### src/rtl/ks_adder_pipe_pkg.sv
// Elaboration helpers for the Kogge-Stone adder: prefix depth and register stage count.
package ks_pkg;

  function automatic int clog2(input int n);
    int r;
    r = 0;
    for (int v = n - 1; v > 0; v = v >> 1) r++;
    return r;
  endfunction

  function automatic int ceil_div(input int a, input int b);
    return (a + b - 1) / b;
  endfunction

  // Number of prefix levels needed to propagate a carry across the whole word.
  function automatic int ks_levels(input int width);
    return clog2(width);
  endfunction

endpackage

### src/rtl/ks_adder_pipe_if.sv
// Operand/result handshake bundle for ks_adder_pipe; master drives operands, slave is the adder.
interface ks_adder_pipe_if #(
  parameter int WIDTH = 25,
  parameter int TAG_W = 1
);
  logic             in_valid;
  logic             in_ready;
  logic [WIDTH-1:0] in_a;
  logic [WIDTH-1:0] in_b;
  logic             in_cin;
  logic             in_sub;
  logic [TAG_W-1:0] in_tag;
  logic             out_valid;
  logic             out_ready;
  logic [WIDTH-1:0] out_sum;
  logic             out_cout;
  logic [TAG_W-1:0] out_tag;

  modport master (
    output in_valid, in_a, in_b, in_cin, in_sub, in_tag, out_ready,
    input  in_ready, out_valid, out_sum, out_cout, out_tag
  );

  modport slave (
    input  in_valid, in_a, in_b, in_cin, in_sub, in_tag, out_ready,
    output in_ready, out_valid, out_sum, out_cout, out_tag
  );
endinterface

### src/rtl/ks_adder_pipe_prefix.sv
// One combinational Kogge-Stone prefix level: combines each bit with the bit DIST below it.
module ks_prefix_level #(
  parameter int WIDTH = 25,
  parameter int DIST  = 1
) (
  input  logic [WIDTH-1:0] g_i,
  input  logic [WIDTH-1:0] p_i,
  output logic [WIDTH-1:0] g_o,
  output logic [WIDTH-1:0] p_o
);

  for (genvar gi = 0; gi < WIDTH; gi++) begin : g_bit
    if (gi >= DIST) begin : g_cell
      assign g_o[gi] = g_i[gi] | (p_i[gi] & g_i[gi-DIST]);
      assign p_o[gi] = p_i[gi] & p_i[gi-DIST];
    end else begin : g_pass
      assign g_o[gi] = g_i[gi];
      assign p_o[gi] = p_i[gi];
    end
  end

endmodule

### src/rtl/ks_adder_pipe.sv
// Pipelined Kogge-Stone adder/subtractor: PG register, K prefix register stages, output register,
// with a per-stage valid/ready chain so empty stages keep accepting while the output is stalled.
module ks_adder_pipe
  import ks_pkg::*;
#(
  parameter int WIDTH         = 25,
  parameter int LVL_PER_STAGE = 1,
  parameter int TAG_W         = 1
) (
  input logic            clock,
  input logic            resetn,
  ks_adder_pipe_if.slave bus
);

  localparam int L  = ks_levels(WIDTH);
  localparam int K  = ceil_div(L, LVL_PER_STAGE);
  localparam int NS = K + 2;

  // Index 0 is the PG register, 1..K the prefix registers; the output register is separate.
  logic [WIDTH-1:0] gg_q  [0:K];
  logic [WIDTH-1:0] pp_q  [0:K];
  logic [WIDTH-1:0] p0_q  [0:K];
  logic             c0_q  [0:K];
  logic [TAG_W-1:0] tag_q [0:K];
  logic [WIDTH-1:0] gg_d  [0:K];
  logic [WIDTH-1:0] pp_d  [0:K];
  logic [NS-1:0]    v_q;
  logic [NS-1:0]    rdy;
  logic [WIDTH-1:0] sum_q;
  logic             cout_q;
  logic [TAG_W-1:0] tag_out_q;

  logic [WIDTH-1:0] b_eff;
  logic             c0_d;
  logic [WIDTH-1:0] g_d;
  logic [WIDTH-1:0] p_d;
  logic [WIDTH-1:0] sum_d;

  assign b_eff = bus.in_sub ? ~bus.in_b : bus.in_b;
  assign c0_d  = bus.in_cin ^ bus.in_sub;
  assign p_d   = bus.in_a ^ b_eff;
  // Folding c0 into G[0] makes GG[i] the carry out of bit i after the prefix tree.
  assign g_d   = (bus.in_a & b_eff) | {{(WIDTH-1){1'b0}}, p_d[0] & c0_d};

  assign gg_d[0] = g_d;
  assign pp_d[0] = p_d;

  logic [WIDTH-1:0] lvl_g_in  [0:L-1];
  logic [WIDTH-1:0] lvl_p_in  [0:L-1];
  logic [WIDTH-1:0] lvl_g_out [0:L-1];
  logic [WIDTH-1:0] lvl_p_out [0:L-1];

  for (genvar gi = 0; gi < L; gi++) begin : g_lvl
    localparam int GRP = gi / LVL_PER_STAGE;
    if (gi % LVL_PER_STAGE == 0) begin : g_first
      assign lvl_g_in[gi] = gg_q[GRP];
      assign lvl_p_in[gi] = pp_q[GRP];
    end else begin : g_chain
      assign lvl_g_in[gi] = lvl_g_out[gi-1];
      assign lvl_p_in[gi] = lvl_p_out[gi-1];
    end
    ks_prefix_level #(.WIDTH(WIDTH), .DIST(1 << gi)) u_lvl (
      .g_i (lvl_g_in[gi]),
      .p_i (lvl_p_in[gi]),
      .g_o (lvl_g_out[gi]),
      .p_o (lvl_p_out[gi])
    );
  end

  // The last group may hold fewer than LVL_PER_STAGE levels.
  for (genvar gi = 1; gi <= K; gi++) begin : g_stage
    localparam int LAST = ((gi * LVL_PER_STAGE < L) ? gi * LVL_PER_STAGE : L) - 1;
    assign gg_d[gi] = lvl_g_out[LAST];
    assign pp_d[gi] = lvl_p_out[LAST];
  end

  assign sum_d = p0_q[K] ^ {gg_q[K][WIDTH-2:0], c0_q[K]};

  always_comb begin
    logic r;
    rdy = '0;
    r   = bus.out_ready;
    for (int s = NS - 1; s >= 0; s--) begin
      r      = ~v_q[s] | r;
      rdy[s] = r;
    end
  end

  always_ff @(posedge clock or negedge resetn) begin
    if (!resetn) begin
      v_q       <= '0;
      sum_q     <= '0;
      cout_q    <= 1'b0;
      tag_out_q <= '0;
      for (int s = 0; s <= K; s++) begin
        gg_q[s]  <= '0;
        pp_q[s]  <= '0;
        p0_q[s]  <= '0;
        c0_q[s]  <= 1'b0;
        tag_q[s] <= '0;
      end
    end else begin
      if (rdy[0]) begin
        gg_q[0]  <= gg_d[0];
        pp_q[0]  <= pp_d[0];
        p0_q[0]  <= p_d;
        c0_q[0]  <= c0_d;
        tag_q[0] <= bus.in_tag;
        v_q[0]   <= bus.in_valid;
      end
      for (int s = 1; s <= K; s++) begin
        if (rdy[s]) begin
          gg_q[s]  <= gg_d[s];
          pp_q[s]  <= pp_d[s];
          p0_q[s]  <= p0_q[s-1];
          c0_q[s]  <= c0_q[s-1];
          tag_q[s] <= tag_q[s-1];
          v_q[s]   <= v_q[s-1];
        end
      end
      if (rdy[K+1]) begin
        sum_q     <= sum_d;
        cout_q    <= gg_q[K][WIDTH-1];
        tag_out_q <= tag_q[K];
        v_q[K+1]  <= v_q[K];
      end
    end
  end

  assign bus.in_ready  = rdy[0];
  assign bus.out_valid = v_q[K+1];
  assign bus.out_sum   = sum_q;
  assign bus.out_cout  = cout_q;
  assign bus.out_tag   = tag_out_q;

endmodule

### src/flat_wrapper.sv
// flat-port wrapper written by rule: the top's interface ports become plain ports
module ks_adder_pipe_flat import ks_pkg::*;
#(
  parameter int WIDTH         = 25,
  parameter int LVL_PER_STAGE = 1,
  parameter int TAG_W         = 1
)
  (clock, resetn, bus_in_valid, bus_in_a, bus_in_b, bus_in_cin, bus_in_sub, bus_in_tag, bus_out_ready, bus_in_ready, bus_out_valid, bus_out_sum, bus_out_cout, bus_out_tag);
  ks_adder_pipe_if #(.WIDTH(WIDTH), .TAG_W(TAG_W)) bus_i ();
  input logic clock;
  input logic resetn;
  input wire logic [$bits(bus_i.in_valid)-1:0] bus_in_valid;
  input wire logic [$bits(bus_i.in_a)-1:0] bus_in_a;
  input wire logic [$bits(bus_i.in_b)-1:0] bus_in_b;
  input wire logic [$bits(bus_i.in_cin)-1:0] bus_in_cin;
  input wire logic [$bits(bus_i.in_sub)-1:0] bus_in_sub;
  input wire logic [$bits(bus_i.in_tag)-1:0] bus_in_tag;
  input wire logic [$bits(bus_i.out_ready)-1:0] bus_out_ready;
  output wire logic [$bits(bus_i.in_ready)-1:0] bus_in_ready;
  output wire logic [$bits(bus_i.out_valid)-1:0] bus_out_valid;
  output wire logic [$bits(bus_i.out_sum)-1:0] bus_out_sum;
  output wire logic [$bits(bus_i.out_cout)-1:0] bus_out_cout;
  output wire logic [$bits(bus_i.out_tag)-1:0] bus_out_tag;
  assign bus_i.in_valid = bus_in_valid;
  assign bus_i.in_a = bus_in_a;
  assign bus_i.in_b = bus_in_b;
  assign bus_i.in_cin = bus_in_cin;
  assign bus_i.in_sub = bus_in_sub;
  assign bus_i.in_tag = bus_in_tag;
  assign bus_i.out_ready = bus_out_ready;
  assign bus_in_ready = bus_i.in_ready;
  assign bus_out_valid = bus_i.out_valid;
  assign bus_out_sum = bus_i.out_sum;
  assign bus_out_cout = bus_i.out_cout;
  assign bus_out_tag = bus_i.out_tag;
  ks_adder_pipe #(.WIDTH(WIDTH), .LVL_PER_STAGE(LVL_PER_STAGE), .TAG_W(TAG_W)) u_core (.clock(clock), .resetn(resetn), .bus(bus_i));
endmodule
### config.mk
export PLATFORM = sky130hd
export DESIGN_NAME = ks_adder_pipe_flat
export DESIGN_NICKNAME = d
export VERILOG_FILES = /design/src/rtl/ks_adder_pipe_pkg.sv /design/src/rtl/ks_adder_pipe_if.sv /design/src/rtl/ks_adder_pipe_prefix.sv /design/src/rtl/ks_adder_pipe.sv /design/src/flat_wrapper.sv
export SDC_FILE = /design/constraint.sdc
export NUM_CORES = 1
export LEC_CHECK = 0
export ABC_AREA = 1
export BUFFER_PORTS_ARGS = -buffer_cell sky130_fd_sc_hd__buf_4
export CELL_PAD_IN_SITES_DETAIL_PLACEMENT = 0
export CELL_PAD_IN_SITES_GLOBAL_PLACEMENT = 1
export CORE_MARGIN = 2
export CORE_UTILIZATION = 47
export DETAILED_ROUTE_END_ITERATION = 8
export PLACE_DENSITY_LB_ADDON = 0.1
export SYNTH_ARGS = -nofsm -noshare
export SYNTH_HDL_FRONTEND = slang
export SYNTH_SLANG_ARGS = --single-unit
### constraint.sdc
create_clock -name clock -period 2.9 [get_ports clock]
set_clock_uncertainty 0.1 [all_clocks]
set_input_delay 0 -clock clock [delete_from_list [all_inputs] [get_ports clock]]
set_output_delay 0 -clock clock [all_outputs]
set_load 0.02 [all_outputs]
## After elaboration in Yosys (flattened, before gate mapping)

Index checks and enable logic that the tools add are counted.

| cells by class | value |
|---|---|
| multiply operators | 0 |
| $lt $le $gt $ge | 0 |
| equality and inequality tests | 0 |
| multiplexer cells | 1 |
| divide/modulo/power cells | 0 |
| shift-type cells | 0 |
| bitwise operators | 294 |
| reductions and logical operators | 0 |
| $add $sub $neg | 0 |

Operator list:

| operator | number |
|---|---|
| $and 1x1->1 | 180 |
| $or 1x1->1 | 101 |
| $xor 25x25->25 | 2 |
| $and 25x25->25 | 1 |
| $mux 25 | 1 |
| $not 25->25 | 1 |
| $or 25x1->25 | 1 |
| $not 1->1 | 7 |
| $xor 1x1->1 | 1 |

| storage, ports and cells | value |
|---|---|
| memory bits (read-only) | 0 |
| output and inout port bits | 29 |
| logic and storage cells | 333 |
| bits in latches | 0 |
| bits in registers | 446 |
| memory bits (writable) | 0 |
| memories | 0 |

## Depth between registers and ports, before layout

Gate-level depths: netlist of the first run.

| depth | value |
|---|---|
| depth in word-level cells | 8 |
| gate-level depth with buffers | 9 |
| gate-level depth less buffers | 7 |

## Modules after synthesis

Synthesis of the first run repeated with hierarchy kept, for this count alone.

| second synthesis, totals | value |
|---|---|
| cells, all modules | 2347 |
| area total of the unflattened synthesis | 19706.4 um^2 |

Modules (own cells, without submodules):

| module | sequential area each (um^2) | area an instance (um^2) | times used | cells an instance |
|---|---|---|---|---|
| ks_adder_pipe | 11160.7 | 17476.8 | 1 | 1815 |
| ks_prefix_level (u_core.g_lvl[0].u_lvl) | 0.0 | 465.4 | 1 | 122 |
| ks_prefix_level (u_core.g_lvl[1].u_lvl) | 0.0 | 461.7 | 1 | 119 |
| ks_prefix_level (u_core.g_lvl[2].u_lvl) | 0.0 | 454.2 | 1 | 113 |
| ks_prefix_level (u_core.g_lvl[3].u_lvl) | 0.0 | 439.2 | 1 | 101 |
| ks_prefix_level (u_core.g_lvl[4].u_lvl) | 0.0 | 409.1 | 1 | 77 |

## Worst setup path after synthesis of the first run

OpenSTA, ideal clock, no wires.

| timing | value |
|---|---|
| path kind | reg2reg |
| start point | register u_core.v_q[6] |
| end point | register u_core.gg_q[141] (netlist bit) |
| buffers on the path | 1 |
| cell stages (with the launch flop) | 7 |
| data arrival time | 1.494 ns |
| clock period less this slack | 1.713 ns |
| slack | 1.187 ns |
| cells stage by stage | dfrtp_1 > nand4_4 > nor2_4 > nand4_1 > buf_2 > nand2_1 > nand2_1 |

| on the way | value |
|---|---|
| word-level cells in the longest chain between the ends | 8 |

RTL lines:

| what | RTL line | RTL |
|---|---|---|
| from (decl) | ks_adder_pipe.sv:27 | `logic [NS-1:0] v_q;` |
| from (signal, indexed assignment) | ks_adder_pipe.sv:118 | `v_q[s] <= v_q[s-1];` |
| from (signal, indexed assignment) | ks_adder_pipe.sv:125 | `v_q[K+1] <= v_q[K];` |
| $not 1->1 | ks_adder_pipe.sv:84 | `r = ~v_q[s] \| r;` |
| $or 1x1->1 (7 in series) | ks_adder_pipe.sv:84 |  |
| named net bus_in_ready | flat_wrapper.sv:19 | `output wire logic [$bits(bus_i.in_ready)-1:0] bus_in_ready;` |
| to (signal, indexed assignment) | ks_adder_pipe.sv:113 | `gg_q[s] <= gg_d[s];` |
| to (decl) | ks_adder_pipe.sv:20 | `logic [WIDTH-1:0] gg_q [0:K];` |

The timed path passes the listed nets, and every way through them passes these cells.
A chain may end at the register's enable or synchronous reset.

## Worst setup path after layout of the first run

| timing | value |
|---|---|
| start point | register u_core.v_q[6] |
| end point | output port bus_in_ready |

| on the way | value |
|---|---|
| word-level cells in the longest chain between the ends | 8 |

RTL lines:

| what | RTL line |
|---|---|
| $not 1->1 | ks_adder_pipe.sv:84 |
| $or 1x1->1 (7 in series) | ks_adder_pipe.sv:84 |
| to (decl) | flat_wrapper.sv:19 |

No other way between the ends.

==> out/summary.md, run 1 <==
The flow ran to the end, and the final reports show no timing, DRC or antenna violations. The largest single stage delay on the critical path is 0.40 ns. Of all nets on the critical path, the largest fanout is 54. At the end of routability-driven placement, the weighted congestion stood at 0.786. Row generation in the floorplan step produced 69 rows. The number of max-slew violations in the final report came out at 0. By startpoint and endpoint, the worst setup path is classified as reg -> out. At the pin with the least slew margin, the transition time is 0.720 ns. The logs give 21.1% for the combinational group share of total power and 0 for the number of antenna violations at the first check in global routing. The boundary pin count came out at 86. A synthesized cell averages 9.24 um2.

The remaining design rule violation count is 0, and the leakage component of the power is 10.3 nW. The run gives 0 as the max-capacitance violation count. The area growth from synthesis to layout is 20.1%.

The flop-to-flop setup slack was 0.87 ns. The netlist uses 26 different library cells. Setup repair after global routing left no endpoint under its margin. TritonCTS built the clock tree.

Measured in cells, the most critical reg-to-reg path has a length of 5. The tools report the start point of the critical path as u_core.v_q[6]. The share of the synthesized area in the top cell type came out at 61.3%. The most used flip-flop cell after synthesis is sky130_fd_sc_hd__dfrtp_1. The run gives 2.80 ns as the data required time of the worst path.

The cell sitting at the root of the clock tree is a sky130_fd_sc_hd__clkbuf_16. The final route contains 12200 vias. The number of flip-flops and latches in the synthesized netlist works out to 416.

The cell type group with the largest total delay on the critical path was buffers and inverters. After the last flow step, the layout net total stands at 2054. In this run, synthesis inferred 0 flip-flops with an integrated enable. The total standard cell area after synthesis is 17000 um2, and the worst-case headroom to the max-slew limit is 52.0%. Walking the worst path, the cells encountered are nand4_4 -> nor2_4 -> buf_4 -> nand4_1 -> buf_4 -> buf_4. Clock latency on the worst-skew pair, taken at its later pin, is 0.54 ns. In the global route stage, overall resource usage came out at 21.5%. From bottom edge to top edge, the die measures 194 um.

The worst setup path is launched from a flop. The tools report the data arrival at the endpoint of the critical path as 2.29 ns. Internal power comes to 12.6 mW. Cell type with the highest aggregate area in the netlist: sky130_fd_sc_hd__dfrtp_1. The wire length of the first global-routing pass was 66.5 mm. The final-report hold violation count was 0. Of all flip-flops after synthesis, the portion carrying an async set or reset was 100%.

Port buffering added 85 buffers. The H-tree was split into 2 levels. The number of buffers on the longest clock path was 3. Entering global routing, the biggest net connects 120 pins. The repair_antennas step left the layout with diodes totalling 0. After detailed routing, the total wire length is 39.1 mm. The critical path contains buffers and inverters numbering 3 combined. The clock slew seen by the registers of the worst setup and hold paths is 0.06 ns, and the number of global-route vias before repair is 12300. The tools report the part of the power in registers as 48.4%.

The final sum of negative setup slack was 0 ns; the per-cell via count in the routed design was 4.97. The worst setup path is captured at an output port. The TritonCTS buffer count was 44. Once the floorplan was initialized, standard cells occupied 47.7% of the core.

The critical path runs through a total of 6 cells. The run gives 5.88 mW as the net switching component of the power. The worst hold slack was 0.0653 ns.

The detail route stage leaves a number of antenna-violating nets equal to 0. Sorting the synthesized cells by area gives the leading types as sky130_fd_sc_hd__dfrtp_1, sky130_fd_sc_hd__nand2_1, sky130_fd_sc_hd__o21ai_0, sky130_fd_sc_hd__inv_1, sky130_fd_sc_hd__nand4_1. Synthesis produced a netlist whose cell count is 1837.

The highest ir drop seen on vdd is 0.000647 V. The total congestion overflow is 0, and the total nets after synthesis is 1919. The most critical setup path has its endpoint at bus_in_ready. Horizontal die dimension: 194 um. Most repeated library cell on the critical path: sky130_fd_sc_hd__buf_4. Top achievable clock speed: 419 MHz. For this design the ratio of total power to cell area is 909 nW/um2. The clock period minus final worst setup slack was 2.39 ns.

Dividing the detail-routed wire length by the instance count gives 15.9 um. During synthesis, Yosys emitted a total of 0 warnings. Sequential cells were found to cover 61.3% of the synthesized design area. Floorplan die area: 37700 um2.

The sink count of the clock tree is 416, and the number of DRC markers after the initial detailed-route iteration is 734. Part of the total power dissipated in the clock network: 30.5%. Detailed placement finished with a half-perimeter wire length of 25.4 mm. The proportion of layout cells with a drive suffix above 1 was 9.54%. The worst path uses 82.4% of the clock period.

Setup violations remaining at the end of the flow were counted as 0. The switching share of total power works out to 31.8%. The path class of the tightest hold or removal check is in -> reg. The largest individual stage delay along the critical path comes from the cell sky130_fd_sc_hd__dfrtp_1. In this run the critical register-to-register path is captured at u_core.lvl_p_in[21].

After floorplanning, the core was sized to cover 35600 um2. The first detailed-routing pass took 5 iterations. The startpoint identified for the worst register-to-register timing path is u_core.v_q[5].
## state kept, by name, indices dropped and copies added, names as in the netlist
signal,flops
u_core.bus.out_sum,25
u_core.lvl_p_in,95
u_core.c0_q,6
u_core.gg_q,150
u_core.p0_q,125
u_core.tag_q,6
u_core.bus.out_cout,1
u_core.v_q,7
u_core.bus.out_tag,1
## cells by family (layout without fill, tap and decap cells)
logic type | Yosys count | after routing | synth area share, %
AND/OR/NAND/NOR | 857 | 857 | 20.3
flip-flops | 416 | 416 | 61.3
buffers and inverters | 197 | 363 | 4.67
AO/OA/AOI/OAI | 290 | 290 | 9.20
adder cells (fa/ha/maj) | 25 | 25 | 1.84
multiplexers | 1 | 1 | 0.0663
XOR/XNOR | 51 | 51 | 2.63
## metal layers
metal  share of wire, %  wire length, um  track usage, %  up-vias
met5                  0                0               0        -
met1                 51            19800            32.9     5810
met4                1.7              668            5.08        0
li1                   -                -               -     6193
met2                 45            17500            32.7      194
met3                2.9             1140            2.78       45
## per-stage QoR
step | setup slack (ns) | power [mW] | util, % | cells | instance area (um2)
final | 0.511 | 18.5 | 57.3 | 2464 | 20400
after global routing | 0.325 | 19.7 | 57.3 | 2464 | 20400
after CTS | 0.474 | 18.7 | 57.3 | 2464 | 20400
after detailed placement | 0.858 | 12.9 | 50.8 | 2305 | 18100
after global placement | 0.917 | 12.8 | 50.8 | 2305 | 18100
after floorplan | 1.19 | 11.2 | - | 1837 | 17000
## how the worst min path moves through the flow
| stage | from | endpoint | depth (start not counted) | slack (ns) |
|---|---|---|---|---|
| 3_5_place_dp | resetn | u_core.bus.out_sum[11] | 1 | -0.04 |
| 2_1_floorplan | resetn | u_core.bus.out_cout | 0 | -0.40 |
| 6_report | bus_in_sub | u_core.c0_q[5] | 5 | 0.07 |
| 4_1_cts | bus_in_sub | u_core.c0_q[5] | 5 | 0.03 |
| 3_3_place_gp | resetn | u_core.bus.out_sum[16] | 1 | -0.04 |
| 5_1_grt | bus_in_sub | u_core.c0_q[5] | 5 | 0.10 |
## placed cells by master, fill, tap and decap left out
cell	n
sky130_fd_sc_hd__nand2_1	756
sky130_fd_sc_hd__dfrtp_1	416
sky130_fd_sc_hd__o21ai_0	181
sky130_fd_sc_hd__inv_1	95
sky130_fd_sc_hd__buf_4	95
sky130_fd_sc_hd__dlygate4sd3_1	81
sky130_fd_sc_hd__a21oi_1	62
sky130_fd_sc_hd__nand4_1	53
sky130_fd_sc_hd__clkbuf_16	45
sky130_fd_sc_hd__nand3_1	38
sky130_fd_sc_hd__xnor2_1	26
sky130_fd_sc_hd__xor2_1	25
sky130_fd_sc_hd__ha_1	25
sky130_fd_sc_hd__a21o_1	23
sky130_fd_sc_hd__clkbuf_8	13
sky130_fd_sc_hd__buf_12	10
sky130_fd_sc_hd__o31ai_1	9
sky130_fd_sc_hd__clkinv_2	9
sky130_fd_sc_hd__o221ai_1	8
sky130_fd_sc_hd__o21ai_1	7
sky130_fd_sc_hd__clkbuf_1	7
sky130_fd_sc_hd__nor2_4	3
sky130_fd_sc_hd__inv_2	3
sky130_fd_sc_hd__or2_2	3
sky130_fd_sc_hd__bufinv_16	3
sky130_fd_sc_hd__nand2_2	2
sky130_fd_sc_hd__nand4_4	1
sky130_fd_sc_hd__nor3_4	1
sky130_fd_sc_hd__mux2_2	1
sky130_fd_sc_hd__buf_16	1
sky130_fd_sc_hd__buf_8	1
## tightest hold or removal path, stage by stage
cell and delay (ns):
sky130_fd_sc_hd__buf_4 0.24, sky130_fd_sc_hd__xnor2_1 0.19, sky130_fd_sc_hd__inv_1 0.11, sky130_fd_sc_hd__nand2_1 0.07
sky130_fd_sc_hd__nand2_1 0.06
## synthesized netlist by cell type, types with 23 or more instances
library cell and instances:
sky130_fd_sc_hd__nand2_1 757, sky130_fd_sc_hd__dfrtp_1 416, sky130_fd_sc_hd__o21ai_0 181, sky130_fd_sc_hd__inv_1 96, sky130_fd_sc_hd__clkbuf_1 66, sky130_fd_sc_hd__a21oi_1 62, sky130_fd_sc_hd__nand4_1 53, sky130_fd_sc_hd__nand3_1 38
sky130_fd_sc_hd__buf_2 27, sky130_fd_sc_hd__xnor2_1 26, sky130_fd_sc_hd__ha_1 25, sky130_fd_sc_hd__xor2_1 25, sky130_fd_sc_hd__a21o_1 23
## power groups by stage
stage	Clock (mW)	Sequential, mW	Combinational [mW]
global route	6.04	9.19	4.51
detailed placement	0	9.07	3.82
CTS	5.78	8.99	3.97
finish	5.65	8.97	3.91
global placement	0	9.03	3.75
floorplan	0	8.76	2.44
## area by class of cell
class / count / area [um2]
clock buffers: 65 / 1330
inverters: 98 / 368
fillers: 3185 / 15200
clock inverters: 12 / 135
multi-input cells: 1224 / 5790
flip-flops and latches: 416 / 10400
well taps: 461 / 577
repair buffers: 188 / 1770
## repair_timing
item                                   CTS  global route
hold buffers                            82             0
setup endpoints to repair                0             0
endpoints found under the hold margin  492             0
buffers inserted                         0             0
resized for setup                        0             0
Power figures use the tool's default switching activity.
==> inputs of run 2 (changes only) <==
Settings changed: CORE_UTILIZATION 47 to 43.
Clock period 2.9 ns to 1.9 ns, I/O delays scaled along.
==> run 2 against run 1 <==
The run now ends with setup timing left. First-iteration DRC count grew 3.4%. Sequential share of layout area shrank 1.4 points. Cell count grew 3.9%. Worst setup slack lost 0.58 ns. Sequential power grew 53%. Utilization shrank 3.3 points. Sequential cell count is the same. Register-to-register slack lost 0.94 ns. Critical endpoint is now u_core.c0_q[4]. Final area grew 2.9%. Largest cell class unchanged. Non-clock buffer count grew 33. Worst hold slack gained 0.018 ns.
==> out/summary.md, run 2 (synthesized netlist as in run 1, its figures left out) <==
The run finished, with violations left. The checks that failed: setup timing. The per-cell via count in the routed design was 4.85 (-2.3%); the clock latency at the later pin of the worst-skew pair was 0.57 ns (+0.03 ns). The average wire per cell in the routed design was 16.4 um (+3.7%). CTS root buffer: sky130_fd_sc_hd__clkbuf_16. Based on the critical path, the design can be clocked at up to 507 MHz.

The run gives -3.46 ns (-3.46 ns) as the final sum of negative setup slack. Number of buffers on the longest clock path: 3 (unchanged). TritonCTS built the clock tree.

The tools report the part of the total power dissipated in the clock network as 31.0% (+0.5 points). STA classifies the critical path endpoint as a flop. Final HPWL from detailed placement: 27.2 mm (+6.9%).

The clock period minus final worst setup slack is 1.97 ns. The data required time of the worst path came out at 2.25 ns (-0.55 ns). The worst hold slack was 0.0834 ns (+0.0180 ns); the final count of negative-setup-slack endpoints was 76 (+76). The net total in the final layout was 2088 (+1.7%); the number of input and output port buffers inserted was 85 (unchanged). The placed cell count is 2382 (+3.3%).

For the number of max-slew violations in the final report, the log shows 0 (unchanged). For the number of detailed-route iterations in the first pass, the log shows 5 (unchanged). The logs give -0.0710 ns (-0.582 ns) for the slack of the critical path and 0.000576 V (-11%) for the highest ir drop seen on vdd.

The max-capacitance violation count was 0 (unchanged). The net switching component of the power was 9.20 mW (+56%); the leakage component of the power was 10.6 nW (+2.6%). The run gives -0.07 ns (-0.94 ns) as the flop-to-flop setup slack.

The number of antenna violations at the first check in global routing was 0 (unchanged). The height of the die was 203 um (+4.5%). The overall power of the completed layout is 28.9 mW (+56%), and the number of global-route vias before repair is 12500 (+1.7%).

Following the worst setup path forward leads to its endpoint at u_core.c0_q[4]. The run gives 76 (-37%) as the largest net degree at the start of global routing. The antenna violation net count after detailed routing was 0 (unchanged).

The worst setup slack before clock tree synthesis was 0.0729 ns (-0.785 ns). The logs give 47.2% (-1.2 points) for the part of the power in registers and 0 (unchanged) for the total congestion overflow. The run gives 759 (+3.4%) as the number of DRC markers after the initial detailed-route iteration.

The period utilization is 104%. Leaving out fill and tap cells, the most frequent cells in the layout are sky130_fd_sc_hd__nand2_1, sky130_fd_sc_hd__dfrtp_1, sky130_fd_sc_hd__o21ai_0. Area of the multi-input gates: 5800 um2 (about the same).

Tracing the worst setup path back leads to its startpoint at u_core.v_q[4]. Wire length of the first global-routing pass: 68.9 mm (+3.5%). The logs give 43.7% (-4.0 points) for the starting utilization of the core area and 0 (unchanged) for the final-report hold violation count. Horizontal die dimension: 203 um (+4.5%). The run gives 21000 um2 (+2.9%) as the summed area of non-filler cells in the final layout. The logs give 19.7 mW (+56%) for the design internal power and 42.1 mm (+7.7%) for the detailed-route wire length. For the data arrival at the endpoint of the critical path, the log shows 2.32 ns (+0.03 ns).

The critical path in this run is classified as reg -> reg. The remaining design rule violation count was 0 (unchanged); the level count of the clock H-tree was 2 (unchanged). Reg-to-reg critical path endpoint: u_core.c0_q[4].

The boundary pin count is 86 (unchanged). The TritonCTS buffer count is 45 (+2.3%). The logs give 0 (unchanged) for the antenna diode count and 21.0% (-0.53 points) for the overall routing resource usage.

The register cell area after layout is 10400 um2 (unchanged). The length in cells of the worst reg-to-reg path works out to 9 (+4). Total number of placement rows: 72 (+4.3%). For the total vias in the final route, the log shows 12400 (+1.5%). The top fanout value on the critical path is 19 (-65%), and the proportion of layout cells with a drive suffix above 1 is 11.1% (+1.6 points).

The run gives 2559 (+3.9%) as the final non-filler cell total. The run gives 0.767 (-2.4%) as the weighted congestion at the end of routability-driven global placement. Areal power density over the cells: 1380 nW/um2 (+52%). Switching share of total power: 31.8% (+0.040 points). Area growth from synthesis to layout: 23.5%.

Setup repair after global routing could not meet its margin everywhere. The number of filler instances in the final layout came out at 3588 (+13%). The class of the most critical hold timing path is in -> reg. More flip-flops sit in one register than any other, and that register is u_core.gg_q. Number of flip-flops under the largest register name: 150 (unchanged). STA classifies the critical path startpoint as a flop.

For the worst-case headroom to the max-slew limit, the log shows 55.9% (+3.9 points). The tools report the combinational group share of total power as 21.8% (+0.7 points). The actual transition at the worst max-transition pin was 0.661 ns (-0.0589 ns). In this run the critical register-to-register path is launched from u_core.v_q[4]. The run gives 54.0% (-3.3 points) as the post-route core utilization.

The core footprint was 38800 um2 (+9.2%); the post-placement cell area was 18400 um2 (+1.8%). The startpoint identified for the worst hold timing path is bus_in_sub. The clock slew seen by the registers of the worst setup and hold paths came out at 0.06 ns (about the same). The run gives 416 (unchanged) as the sink count of the clock tree. For the floorplan die area, the log shows 41100 um2 (+9.1%).

Leaving out fill and tap cells, the most frequent cell in the layout is sky130_fd_sc_hd__nand2_1.
==> run 2: changes by cell type in the layout (fill, tap and decap cells not counted), sizes merged <==
cell         delta
buf            +29
clkbuf          +7
clkinv          -2
bufbuf          +1
clkinvlp        +1
dlygate4sd3     +1
inv             +1
==> run 2: power groups by stage <==
| stage | Combinational, mW | Sequential (mW) | Clock [mW] |
|---|---|---|---|
| after detailed placement | 6.06 | 13.8 | 0 |
| after CTS | 6.36 | 13.7 | 9.20 |
| after global placement | 5.97 | 13.8 | 0 |
| final | 6.31 | 13.7 | 8.97 |
| after global routing | 7.25 | 14.0 | 9.58 |
| after floorplan | 3.72 | 13.4 | 0 |
==> run 2: area by class of cell <==
| cell class | instances | area share, % |
|---|---|---|
| multi-input combinational | 1224 | 27.6 |
| clock inverter | 12 | 0.674 |
| timing repair buffer | 221 | 10.5 |
| sequential | 416 | 49.7 |
| clock buffer | 70 | 6.69 |
| tap | 518 | 3.09 |
| inverter | 98 | 1.75 |
==> run 2: per-layer routing <==
layer	wire length (um)	GRT usage, %
met1	21000	31.1
met2	19000	32.7
met3	1370	3.35
met4	671	4.35
met5	0	0
==> run 2: worst min-delay path by stage <==
stage | to | cells after the start
5_1_grt | u_core.v_q[0] | 4
4_1_cts | u_core.v_q[0] | 4
6_report | u_core.gg_q[139] | 5
3_5_place_dp | u_core.bus.out_sum[10] | 1
2_1_floorplan | u_core.bus.out_cout | 0
3_3_place_gp | u_core.bus.out_sum[10] | 1
==> run 2: repair_timing <==
item,in CTS,in global routing
endpoints found under the setup margin,1,172
setup buffers,7,2
pin swaps,3,3
gates cloned,2,3
hold buffers,82,0
resized for setup,4,2
hold endpoints to repair,505,0
==> run 2: critical path, cell delays in order (launching register included) <==
cell and delay [ns]:
sky130_fd_sc_hd__dfrtp_1 0.38, sky130_fd_sc_hd__nand4_4 0.15, sky130_fd_sc_hd__buf_4 0.19, sky130_fd_sc_hd__buf_4 0.15, sky130_fd_sc_hd__nor3_4 0.14, sky130_fd_sc_hd__buf_4 0.18, sky130_fd_sc_hd__nand2_2 0.16, sky130_fd_sc_hd__clkbuf_16 0.25
sky130_fd_sc_hd__nand2_1 0.07, sky130_fd_sc_hd__nand2_1 0.05
==> inputs of run 3 (changes only) <==
Settings changed: CORE_UTILIZATION 43 to 47.
Clock period 1.9 ns to 2.45 ns, I/O delays scaled along.
==> run 3 against run 2 <==
The flow now finishes without violations. Global-route usage grew 0.43 points. Die area shrank 8.3%. Worst hold slack lost 0.036 ns. Via count shrank 1.6%. Clock-buffer cell count grew 2. Routed wire length shrank 7.0%. Total power shrank 25%. Largest power group unchanged. Highest routed layer unchanged.
==> out/summary.md, run 3 (synthesized netlist as in run 1, its figures left out) <==
The run gives 12200 (-1.6%) as the total vias in the final route. The area growth from synthesis to layout is 20.0%. The min-delay analysis places its worst path in the category in -> reg.

The net total in the final layout is 2057 (-1.5%). The height of the die was 194 um (-4.3%). Counting I/O delays and the setup requirement, the final critical path takes 2.23 ns.

The run gives 39.1 mm (-7.0%) as the detailed-route wire length. The top achievable clock speed is 448 MHz. The final count of negative-setup-slack endpoints is 0 (-100%). The number of flip-flops under the largest register name is 150 (unchanged). The logs give 21.7 mW (-25%) for the overall power of the completed layout and 26.2 mm (-3.7%) for the final HPWL from detailed placement. The worst hold slack is 0.0478 ns (-0.0356 ns). The tools report the launching element type of the critical path as a flop.

The flow ran to the end, and the final reports show no timing, DRC or antenna violations. The logs give 57.3% (+3.3 points) for the post-route core utilization and 2.35 ns (+0.10 ns) for the data required time of the worst path. The tools report the antenna violation net count after detailed routing as 0 (unchanged). Top fanout value on the critical path: 54 (+35). Most common cell after layout, fill and taps aside: sky130_fd_sc_hd__nand2_1.

TritonCTS built the clock tree. In the layout the commonest cells are sky130_fd_sc_hd__nand2_1, sky130_fd_sc_hd__dfrtp_1, sky130_fd_sc_hd__o21ai_0. The final sum of negative setup slack is 0 ns (+3.46 ns). The data arrival at the endpoint of the critical path is 2.13 ns (-0.19 ns).

Horizontal die dimension: 194 um (-4.3%). The logs give 0 (unchanged) for the number of antenna violations at the first check in global routing and 2309 (-3.1%) for the placed cell count. The number of input and output port buffers inserted was 85 (unchanged); the wire length of the first global-routing pass was 66.5 mm (-3.4%). STA classifies the critical path endpoint as an output port.

The run gives 86 (unchanged) as the boundary pin count. The level count of the clock H-tree is 2 (unchanged). Core footprint: 35600 um2 (-8.4%). The CTS root buffer was sky130_fd_sc_hd__clkbuf_16.

The tools report the weighted congestion at the end of routability-driven global placement as 0.787 (+2.5%). The average wire per cell in the routed design is 15.9 um (-3.6%), and the number of buffers on the longest clock path is 3 (unchanged). The run gives 0.53 ns (-0.04 ns) as the clock latency at the later pin of the worst-skew pair. The number of global-route vias before repair was 12400 (-0.90%); the sink count of the clock tree was 416 (unchanged).

The per-cell via count in the routed design is 4.95 (+2.1%), and the largest net degree at the start of global routing is 120 (+58%). The number of DRC markers after the initial detailed-route iteration is 678 (-11%), and the total congestion overflow is 0 (unchanged). The number of detailed-route iterations in the first pass was 5 (unchanged); the areal power density over the cells was 1070 nW/um2 (-23%). The antenna diode count is 0 (unchanged), and the number of filler instances in the final layout is 3231 (-9.9%).

The period utilization works out to 91.1%. The worst-case headroom to the max-slew limit was 48.8% (-7.1 points). The post-cts sizing count is 0 (-4). The leakage component of the power came out at 10.3 nW (-2.8%). The logs give 0.000594 V (+3.2%) for the highest ir drop seen on vdd and 0 (unchanged) for the number of max-slew violations in the final report. For the final non-filler cell total, the log shows 2467 (-3.6%).

The tools report the remaining design rule violation count as 0 (unchanged). Setup repair after global routing left no endpoint under its margin. The TritonCTS buffer count was 44 (-2.2%); the overall routing resource usage was 21.4% (+0.43 points). The kind of critical path was reg -> out.

The proportion of layout cells with a drive suffix above 1 came out at 9.42% (-1.7 points). Register with the most flip-flops: u_core.gg_q. Starting utilization of the core area: 47.7% (+4.0 points).

For the max-capacitance violation count, the log shows 0 (unchanged). The final-report hold violation count was 0 (unchanged). The actual transition at the worst max-transition pin was 0.767 ns (+0.106 ns).

The total number of placement rows was 69 (-4.2%); the floorplan die area was 37700 um2 (-8.3%). Clock slew seen by the registers of the worst setup and hold paths: 0.06 ns (about the same).
-- run 3: what timing repair did --
action,in CTS,in global routing
hold buffers,81,0
endpoints found under the hold margin,503,0
setup buffers,0,0
-- run 3: metrics by stage --
| step | instance area [um2] | worst slack (ns) |
|---|---|---|
| final | 20400 | 0.219 |
| after global routing | 20400 | 0.0913 |
| after CTS | 20400 | 0.211 |
| after detailed placement | 18100 | 0.685 |
| after global placement | 18100 | 0.683 |
| after floorplan | 17000 | 0.737 |
-- run 3: worst paths after layout --
check                           startpoint              endpoint  slack [ns]  depth (start not counted)
min in group asynchronous           resetn       u_core.gg_q[12]        0.49                          3
min reg2reg                u_core.p0_q[48]       u_core.p0_q[48]        0.37                          2
min                             bus_in_sub        u_core.c0_q[5]        0.05                          5
max                          u_core.v_q[6]          bus_in_ready        0.22                          5
max in group asynchronous           resetn       u_core.p0_q[87]        0.94                          4
max reg2reg                  u_core.v_q[6]  u_core.lvl_p_in[120]        0.65                          6
-- run 3: layout make-up --
| cell class | count | area (um2) | share of cell area (%) |
|---|---|---|---|
| multi-input combinational | 1224 | 5790 | 28.5 |
| sequential | 416 | 10400 | 51.1 |
| timing repair buffer | 191 | 1780 | 8.75 |
| clock buffer | 72 | 1380 | 6.76 |
| inverter | 98 | 368 | 1.81 |
| clock inverter | 5 | 57.6 | 0.283 |
| tap | 461 | 577 | 2.83 |
-- run 3: report_power, final --
part	switching, mW	total, mW	leakage (nW)	internal (mW)
Combinational	2.74	4.65	4.37	1.91
Clock	2.57	6.49	0.708	3.92
Sequential	1.59	10.6	5.20	9.01
Total	6.90	21.7	10.3	14.8
-- run 3: per-layer routing --
| layer | vias to the layer above | routed length, um | track usage [%] |
|---|---|---|---|
| met5 | - | 0 | 0 |
| met4 | 0 | 689 | 4.43 |
| met3 | 47 | 1330 | 2.80 |
| met2 | 217 | 17400 | 33.1 |
| met1 | 5762 | 19700 | 32.4 |
| li1 | 6197 | - | - |
-- run 3: worst max-delay path, cell delays in order, from the launching register on --
cell	delay, ns
sky130_fd_sc_hd__dfrtp_1	0.41
sky130_fd_sc_hd__nand4_4	0.21
sky130_fd_sc_hd__nor2_4	0.25
sky130_fd_sc_hd__nand4_1	0.16
sky130_fd_sc_hd__buf_4	0.33
sky130_fd_sc_hd__buf_4	0.23
